## config.mk

```make
export PLATFORM = sky130hd
export DESIGN_NAME = fetch_stage_flat
export DESIGN_NICKNAME = d
export VERILOG_FILES = /design/src/rtl/fetch_stage_if.sv /design/src/rtl/fetch_stage.sv /design/src/flat_wrapper.sv
export SDC_FILE = /design/constraint.sdc
export NUM_CORES = 1
export LEC_CHECK = 0
export CAP_MARGIN = 0
export CORE_MARGIN = 8
export CORE_UTILIZATION = 54
export CTS_CLUSTER_DIAMETER = 50
export DETAILED_ROUTE_END_ITERATION = 16
export MAX_ROUTING_LAYER = met4
export PLACE_DENSITY_LB_ADDON = 0.1
export SLEW_MARGIN = 20
export SYNTH_ARGS = -nofsm -noshare
export SYNTH_HDL_FRONTEND = slang
export SYNTH_SLANG_ARGS = --single-unit
```

## constraint.sdc

```tcl
create_clock -name clk -period 3 [get_ports clk]
set_input_delay 0.6 -clock clk [delete_from_list [all_inputs] [get_ports clk]]
set_output_delay 0.6 -clock clk [all_outputs]
set_load 0.01 [all_outputs]
```

## src/rtl/fetch_stage_if.sv

```systemverilog
// rtl/fetch_stage_if.sv - instruction-memory request/response handshake
//
// Purpose: bundles the fetch request and its response so the fetch stage and
// the instruction memory share one port.
// Signals:
//   imem_req   : fetch request valid (driven by fetch stage)
//   imem_addr  : fetch address, held while imem_req=1 and imem_ready=0
//   imem_ready : imem_data valid this cycle; completes the request
//   imem_data  : fetched instruction word
// Modports: master (fetch stage side), slave (memory side).
interface fetch_stage_if #(
  parameter int ADDR_W = 32,
  parameter int DATA_W = 32
) ();
  logic              imem_req;
  logic [ADDR_W-1:0] imem_addr;
  logic              imem_ready;
  logic [DATA_W-1:0] imem_data;

  modport master (
    output imem_req,
    output imem_addr,
    input  imem_ready,
    input  imem_data
  );

  modport slave (
    input  imem_req,
    input  imem_addr,
    output imem_ready,
    output imem_data
  );
endinterface

```

## src/rtl/fetch_stage.sv

```systemverilog
// rtl/fetch_stage.sv - instruction-fetch stage feeding the IF/ID register
//
// Purpose: owns the program counter, issues instruction-memory requests and
// presents a registered {if_pc, if_instr, if_valid} triple to IF/ID.
// Absorbs downstream stall with a one-entry hold buffer and handles redirects,
// draining a committed request before switching to the new target.
// Ports:
//   clk         : clock, rising edge
//   reset       : asynchronous active-low reset
//   stall       : IF/ID not accepting; if_* must hold
//   redirect    : control-flow change, discards in-flight work
//   redirect_pc : redirect target
//   imem        : instruction-memory handshake (master side)
//   if_pc       : address of delivered instruction
//   if_instr    : delivered instruction
//   if_valid    : if_pc/if_instr hold a real instruction
//   if_erase    : !if_valid, drives the IF/ID erase input
module fetch_stage #(
  parameter int                ADDR_W   = 32,
  parameter int                DATA_W   = 32,
  parameter logic [ADDR_W-1:0] RESET_PC = '0,
  parameter logic [ADDR_W-1:0] PC_STEP  = 4
) (
  input  logic               clk,
  input  logic               reset,
  input  logic               stall,
  input  logic               redirect,
  input  logic [ADDR_W-1:0]  redirect_pc,
  fetch_stage_if.master      imem,
  output logic [ADDR_W-1:0]  if_pc,
  output logic [DATA_W-1:0]  if_instr,
  output logic               if_valid,
  output logic               if_erase
);

  typedef enum logic [1:0] {
    ST_FETCH = 2'd0,
    ST_HOLD  = 2'd1,
    ST_DRAIN = 2'd2
  } state_t;

  state_t              r_state;
  logic [ADDR_W-1:0]   r_pc;
  logic [ADDR_W-1:0]   r_pend_pc;
  logic [ADDR_W-1:0]   r_buf_pc;
  logic [DATA_W-1:0]   r_buf_instr;
  logic [ADDR_W-1:0]   r_if_pc;
  logic [DATA_W-1:0]   r_if_instr;
  logic                r_if_valid;

  state_t              w_state;
  logic [ADDR_W-1:0]   w_pc;
  logic [ADDR_W-1:0]   w_pend_pc;
  logic [ADDR_W-1:0]   w_buf_pc;
  logic [DATA_W-1:0]   w_buf_instr;
  logic [ADDR_W-1:0]   w_if_pc;
  logic [DATA_W-1:0]   w_if_instr;
  logic                w_if_valid;
  logic [ADDR_W-1:0]   w_pc_inc;

  // Wraps modulo 2^ADDR_W by construction.
  assign w_pc_inc = r_pc + PC_STEP;

  always_ff @(posedge clk or negedge reset) begin
    if (!reset) begin
      r_state <= ST_FETCH;
    end else begin
      r_state <= w_state;
    end
  end

  always_ff @(posedge clk or negedge reset) begin
    if (!reset) begin
      r_pc        <= RESET_PC;
      r_pend_pc   <= RESET_PC;
      r_buf_pc    <= RESET_PC;
      r_buf_instr <= '0;
      r_if_pc     <= RESET_PC;
      r_if_instr  <= '0;
      r_if_valid  <= 1'b0;
    end else begin
      r_pc        <= w_pc;
      r_pend_pc   <= w_pend_pc;
      r_buf_pc    <= w_buf_pc;
      r_buf_instr <= w_buf_instr;
      r_if_pc     <= w_if_pc;
      r_if_instr  <= w_if_instr;
      r_if_valid  <= w_if_valid;
    end
  end

  always_comb begin
    w_state     = r_state;
    w_pc        = r_pc;
    w_pend_pc   = r_pend_pc;
    w_buf_pc    = r_buf_pc;
    w_buf_instr = r_buf_instr;
    w_if_pc     = r_if_pc;
    w_if_instr  = r_if_instr;
    w_if_valid  = r_if_valid;

    case (r_state)
      ST_FETCH: begin
        if (redirect) begin
          w_if_valid = 1'b0;
          if (imem.imem_ready) begin
            w_pc = redirect_pc;
          end else begin
            // Request already committed: keep imem_addr, remember the target.
            w_pend_pc = redirect_pc;
            w_state   = ST_DRAIN;
          end
        end else if (imem.imem_ready) begin
          w_pc = w_pc_inc;
          if (!stall) begin
            w_if_pc    = r_pc;
            w_if_instr = imem.imem_data;
            w_if_valid = 1'b1;
          end else begin
            w_buf_pc    = r_pc;
            w_buf_instr = imem.imem_data;
            w_state     = ST_HOLD;
          end
        end else if (!stall) begin
          w_if_valid = 1'b0;
        end
      end

      ST_HOLD: begin
        if (redirect) begin
          w_pc       = redirect_pc;
          w_if_valid = 1'b0;
          w_state    = ST_FETCH;
        end else if (!stall) begin
          w_if_pc    = r_buf_pc;
          w_if_instr = r_buf_instr;
          w_if_valid = 1'b1;
          w_state    = ST_FETCH;
        end
      end

      ST_DRAIN: begin
        w_if_valid = 1'b0;
        if (imem.imem_ready) begin
          // A redirect arriving with the drained response is the newest target.
          w_pc    = redirect ? redirect_pc : r_pend_pc;
          w_state = ST_FETCH;
        end else if (redirect) begin
          w_pend_pc = redirect_pc;
        end
      end

      default: begin
        w_state = ST_FETCH;
      end
    endcase
  end

  // Gated by reset so no request is visible while reset is held low.
  assign imem.imem_req  = reset && (r_state != ST_HOLD);
  assign imem.imem_addr = r_pc;

  assign if_pc    = r_if_pc;
  assign if_instr = r_if_instr;
  assign if_valid = r_if_valid;
  assign if_erase = !r_if_valid;

endmodule
```

## src/flat_wrapper.sv

```systemverilog
// flat-port wrapper written by rule: the top's interface ports become plain ports
module fetch_stage_flat 
#(
  parameter int                ADDR_W   = 32,
  parameter int                DATA_W   = 32,
  parameter logic [ADDR_W-1:0] RESET_PC = '0,
  parameter logic [ADDR_W-1:0] PC_STEP  = 4
)
  (clk, reset, stall, redirect, redirect_pc, if_pc, if_instr, if_valid, if_erase, imem_imem_req, imem_imem_addr, imem_imem_ready, imem_imem_data);
  fetch_stage_if #(.ADDR_W(ADDR_W), .DATA_W(DATA_W)) imem_i ();
  input  logic clk;
  input  logic reset;
  input  logic stall;
  input  logic redirect;
  input  logic [ADDR_W-1:0] redirect_pc;
  output logic [ADDR_W-1:0] if_pc;
  output logic [DATA_W-1:0] if_instr;
  output logic if_valid;
  output logic if_erase;
  output wire logic [$bits(imem_i.imem_req)-1:0] imem_imem_req;
  output wire logic [$bits(imem_i.imem_addr)-1:0] imem_imem_addr;
  input wire logic [$bits(imem_i.imem_ready)-1:0] imem_imem_ready;
  input wire logic [$bits(imem_i.imem_data)-1:0] imem_imem_data;
  assign imem_imem_req = imem_i.imem_req;
  assign imem_imem_addr = imem_i.imem_addr;
  assign imem_i.imem_ready = imem_imem_ready;
  assign imem_i.imem_data = imem_imem_data;
  fetch_stage #(.ADDR_W(ADDR_W), .DATA_W(DATA_W), .RESET_PC(RESET_PC), .PC_STEP(PC_STEP)) u_core (.clk(clk), .reset(reset), .stall(stall), .redirect(redirect), .redirect_pc(redirect_pc), .imem(imem_i), .if_pc(if_pc), .if_instr(if_instr), .if_valid(if_valid), .if_erase(if_erase));
endmodule
```

==> results by group <==
Final layout
  • Sequential Area: 4880 um^2
  • Antenna cells: 0
  • Nets@finish: 1,059
  • Share of cells above drive strength 1: between 10% and 20%
  • Final core utilization: 69.2%
  • Fill cell count: roughly 1,300
  • Layout Area Growth over Synthesis: 27.4%
  • Multi-input logic area: 4100 um^2

Detailed routing
  • Residual DRC: 0
  • Drt pass-1 iters: 6
  • Routed len/inst: 18.2 um
  • Drt via density: 5.63
  • Detail Route Antenna Nets: 0
  • Initial DRC Count: around 460
  • Routed vias: around 7,000
  • Drt total wl: around 22,000 um

Logic synthesis
  • Fraction of registers with async set/reset: 100%
  • Post-Syn Area: 9270 um^2
  • XOR/XNOR Fraction of Synth Area: less than 1%
  • Share of the synthesized area in the top cell type: between 50% and 60%
  • Synth area leader: dfrtp_1
  • Post-synthesis sequential area ratio: a little over half
  • Yosys cell types: 54
  • Synth Area in Compound Gates: a little over an eighth
  • EDFF count, synth: 0
  • Avg Cell Area, Syn: 11.1 um^2
  • Post-synthesis mux area share: 20.1%
  • Adder-cell share of the synthesized area: 0.675%
  • Synth Flop Type: dfrtp_1
  • Synth Area in Simple Gates: under 10%
  • Cells after Synth: 838
  • Synthesis Warnings: 0
  • Synth Register Bits: 195
  • Largest family of logic cells by synthesized area: multiplexers
  • Synth top area cells: dfrtp_1 53%, mux2_2 12%, mux2i_1 7.7%
  • Synth Net Count: 912

Status
  • Status: finished, final reports clean

STA
  • Final setup vio count: 0
  • F_max: 392 MHz
  • Unrepaired setup endpoints after global routing: false
  • Final Slew Violations: 0
  • Slew HR: between 30% and 40%
  • Tcrit/Tclk final: a little under nine tenths
  • Final min period: 2550 ps
  • Clock skew: 9.38 ps
  • Final hold viol count: 0
  • Setup TNS: 0 ps
  • Worst-margin pin slew: 958 ps

Global routing
  • Vias in the first global route: approximately 6,700
  • Grt total ovfl: 0
  • First-pass GRT wire length: roughly 37,000 um
  • Initial antenna violation count: 0
  • Largest net degree at the start of global routing: between 150 and 200
  • Total track usage: 21.5%

Clock tree
  • Hold_buf cts: 0
  • Post-CTS sizing: 0
  • CTS tree: built
  • Clock edge transition at the registers on the reported setup and hold paths: about 70 ps
  • CTS Root Cell: clkbuf_16
  • Latest clock arrival within the worst-skew pair: 430 ps
  • H-Tree Depth: 4
  • Num Clock Sinks: 195
  • CTS Buf Count: 17
  • Setup Fix Bufs, Post-CTS: 0
  • CTS Buffer Depth: 2

Die
  • Die width: 147 um
  • Die Y: 147 um
  • Core area: 17,100 um^2
  • FP Rows: 48
  • Die ar.: 21,600 um^2
  • Starting Density: a little over half
  • Top Ports: 168

Setup path
  • Worst flop-to-flop path startpoint: u_core.r_state[0]
  • Data arrival time of the critical path: 1950 ps
  • Worst path cell trace: inv_1 -> ha_4 -> nor2b_1 -> clkdlybuf4s50_1
  • Critical Path Source Type: flop
  • Largest stage delay, worst path: 490 ps
  • Critical Path Start: u_core.r_state[1]
  • Setup crit end: imem_imem_req
  • Critical Path Stages: 4
  • R2R Path End: u_core.imem.imem_addr[30]
  • Worst reg2reg setup slack: ~540 ps
  • Crit-path max FO: 16
  • CP top delay family: buffers and inverters
  • Worst path slowest cell: clkdlybuf4s50_1
  • WS Path Type: flop to output port
  • Required @ worst endpoint: about 2400 ps
  • Worst Path Buf+Inv: 2
  • Endpoint class of the critical path: output port
  • R2r worst-path depth: 7

Place
  • IO Port Bufs: approximately 170
  • GPL Wtd Cong: 0.851
  • HPWL Detailed: around 15,000 um

Run
  • Max cap viols: 0

Power and ir drop
  • Pleak: 5.02 nW
  • Worst VDD drop: 645 uV
  • Power per cell area: about 1100 nW/um^2
  • Pwr Total: 12.5 mW

Hold path
  • Hold Crit Class: primary input to asynchronous set/reset pin
[cell usage in the layout (no fill, tap or decap), types with 4 or more instances in the layout]
| cell | n |
|---|---|
| a21o_1 | 6 |
| a21oi_1 | 40 |
| a222oi_1 | 4 |
| a22o_1 | 8 |
| a22oi_1 | 6 |
| a31oi_1 | 8 |
| a41oi_1 | 4 |
| and3_1 | 10 |
| buf_12 | 4 |
| buf_4 | 18 |
| clkbuf_16 | 17 |
| clkdlybuf4s50_1 | 166 |
| clkinvlp_4 | 4 |
| dfrtp_1 | 195 |
| ha_1 | 4 |
| inv_1 | 12 |
| mux2_2 | 102 |
| mux2i_1 | 71 |
| nand2_1 | 109 |
| nand3_1 | 8 |
| nor2_1 | 21 |
| o21a_1 | 5 |
| o21ai_0 | 95 |
| o22a_1 | 8 |
| o22ai_1 | 4 |
[flip-flops by register name, indices dropped and copies added, names as in the netlist]
name / flops
u_core.r_state: 2
u_core.r_buf_pc: 32
u_core.if_pc: 32
u_core.imem.imem_addr: 32
u_core.if_valid: 1
u_core.r_buf_instr: 32
u_core.if_instr: 32
u_core.r_pend_pc: 32
[cells in the mapped netlist, drive strengths merged (2+ instances only)]
library cell    n
mux2i          71
a22oi           6
nand2b          3
a22o            8
nor2b           2
nor4            4
a222oi          4
o21a            5
and2            3
a31oi           8
dfrtp         195
nand4           5
or2             3
o2bb2ai         3
nor2           22
a311o           2
buf            34
nand3b          2
a21oi          40
nand2         109
o31ai           3
o31a            3
clkbuf         28
o22a            8
o22ai           4
xnor2           2
nor3            3
inv            12
nand3          10
a41oi           4
ha              5
a21o            6
o21ai          98
and3           10
mux2          102
[kinds of logic (layout without fill, tap and decap cells)]
family | count (synthesis) | count (layout)
muxes | 173 | 173
DFF | 195 | 195
adders and majority gates | 5 | 5
buffers and inverters | 74 | 230
xor gates and xnor gates | 3 | 3
AOI/OAI and AO/OA | 209 | 209
and+or+nand+nor | 179 | 179
[routing by layer]
metal | vias to the layer above | track usage, % | routed length, um
met1 | 3327 | 29.8 | 10500
li1 | 3295 | - | -
met4 | 0 | 6.73 | 384
met3 | 26 | 4.34 | 1160
met5 | - | - | 0
met2 | 215 | 31.3 | 10100
[report_power, final]
| group | switching [mW] | internal, mW | leakage (nW) |
|---|---|---|---|
| Clock | 0.955 | 1.34 | 0.275 |
| Sequential | 0.897 | 3.88 | 2.40 |
| Combinational | 2.54 | 2.84 | 2.34 |
[cell type report]
| type | count | area share, % |
|---|---|---|
| Clock buffer | 19 | 3.84 |
| Clock inverter | 9 | 1.13 |
| Inverter | 12 | 0.381 |
| Multi-Input combinational cell | 569 | 34.7 |
| Sequential cell | 195 | 41.3 |
| Tap cell | 225 | 2.38 |
| Timing Repair Buffer | 190 | 16.2 |
[how the worst min path moves through the flow]
stage,startpoint,endpoint,slack [ps]
after floorplan,reset,u_core.if_instr[0],300
after global placement,u_core.if_instr[17],u_core.if_instr[17],460
after detailed placement,u_core.if_pc[13],u_core.if_pc[13],470
after CTS,u_core.if_pc[10],u_core.if_pc[10],480
after global routing,reset,u_core.if_instr[23],180
final,reset,u_core.if_instr[23],160
[worst reg2reg max path, cell delays in order, from the launching register on]
cell and delay, ps:
dfrtp_1 470, inv_1 100, ha_1 480, nand2_1 90, nor2_1 740, a22oi_1 210
o31a_1 150, o22ai_1 130
[stage by stage]
stage / hold slack (ps) / setup slack, ps / area, um^2 / std cells
finish: 165 / 447 / 11800 / 1219
global placement: 460 / 399 / 11200 / 1190
floorplan: 304 / 907 / 9270 / 838
detailed placement: 470 / 341 / 11200 / 1190
global route: 183 / 222 / 11800 / 1219
CTS: 484 / 444 / 11800 / 1218
No activity file was read; power rests on OpenSTA's default activity.
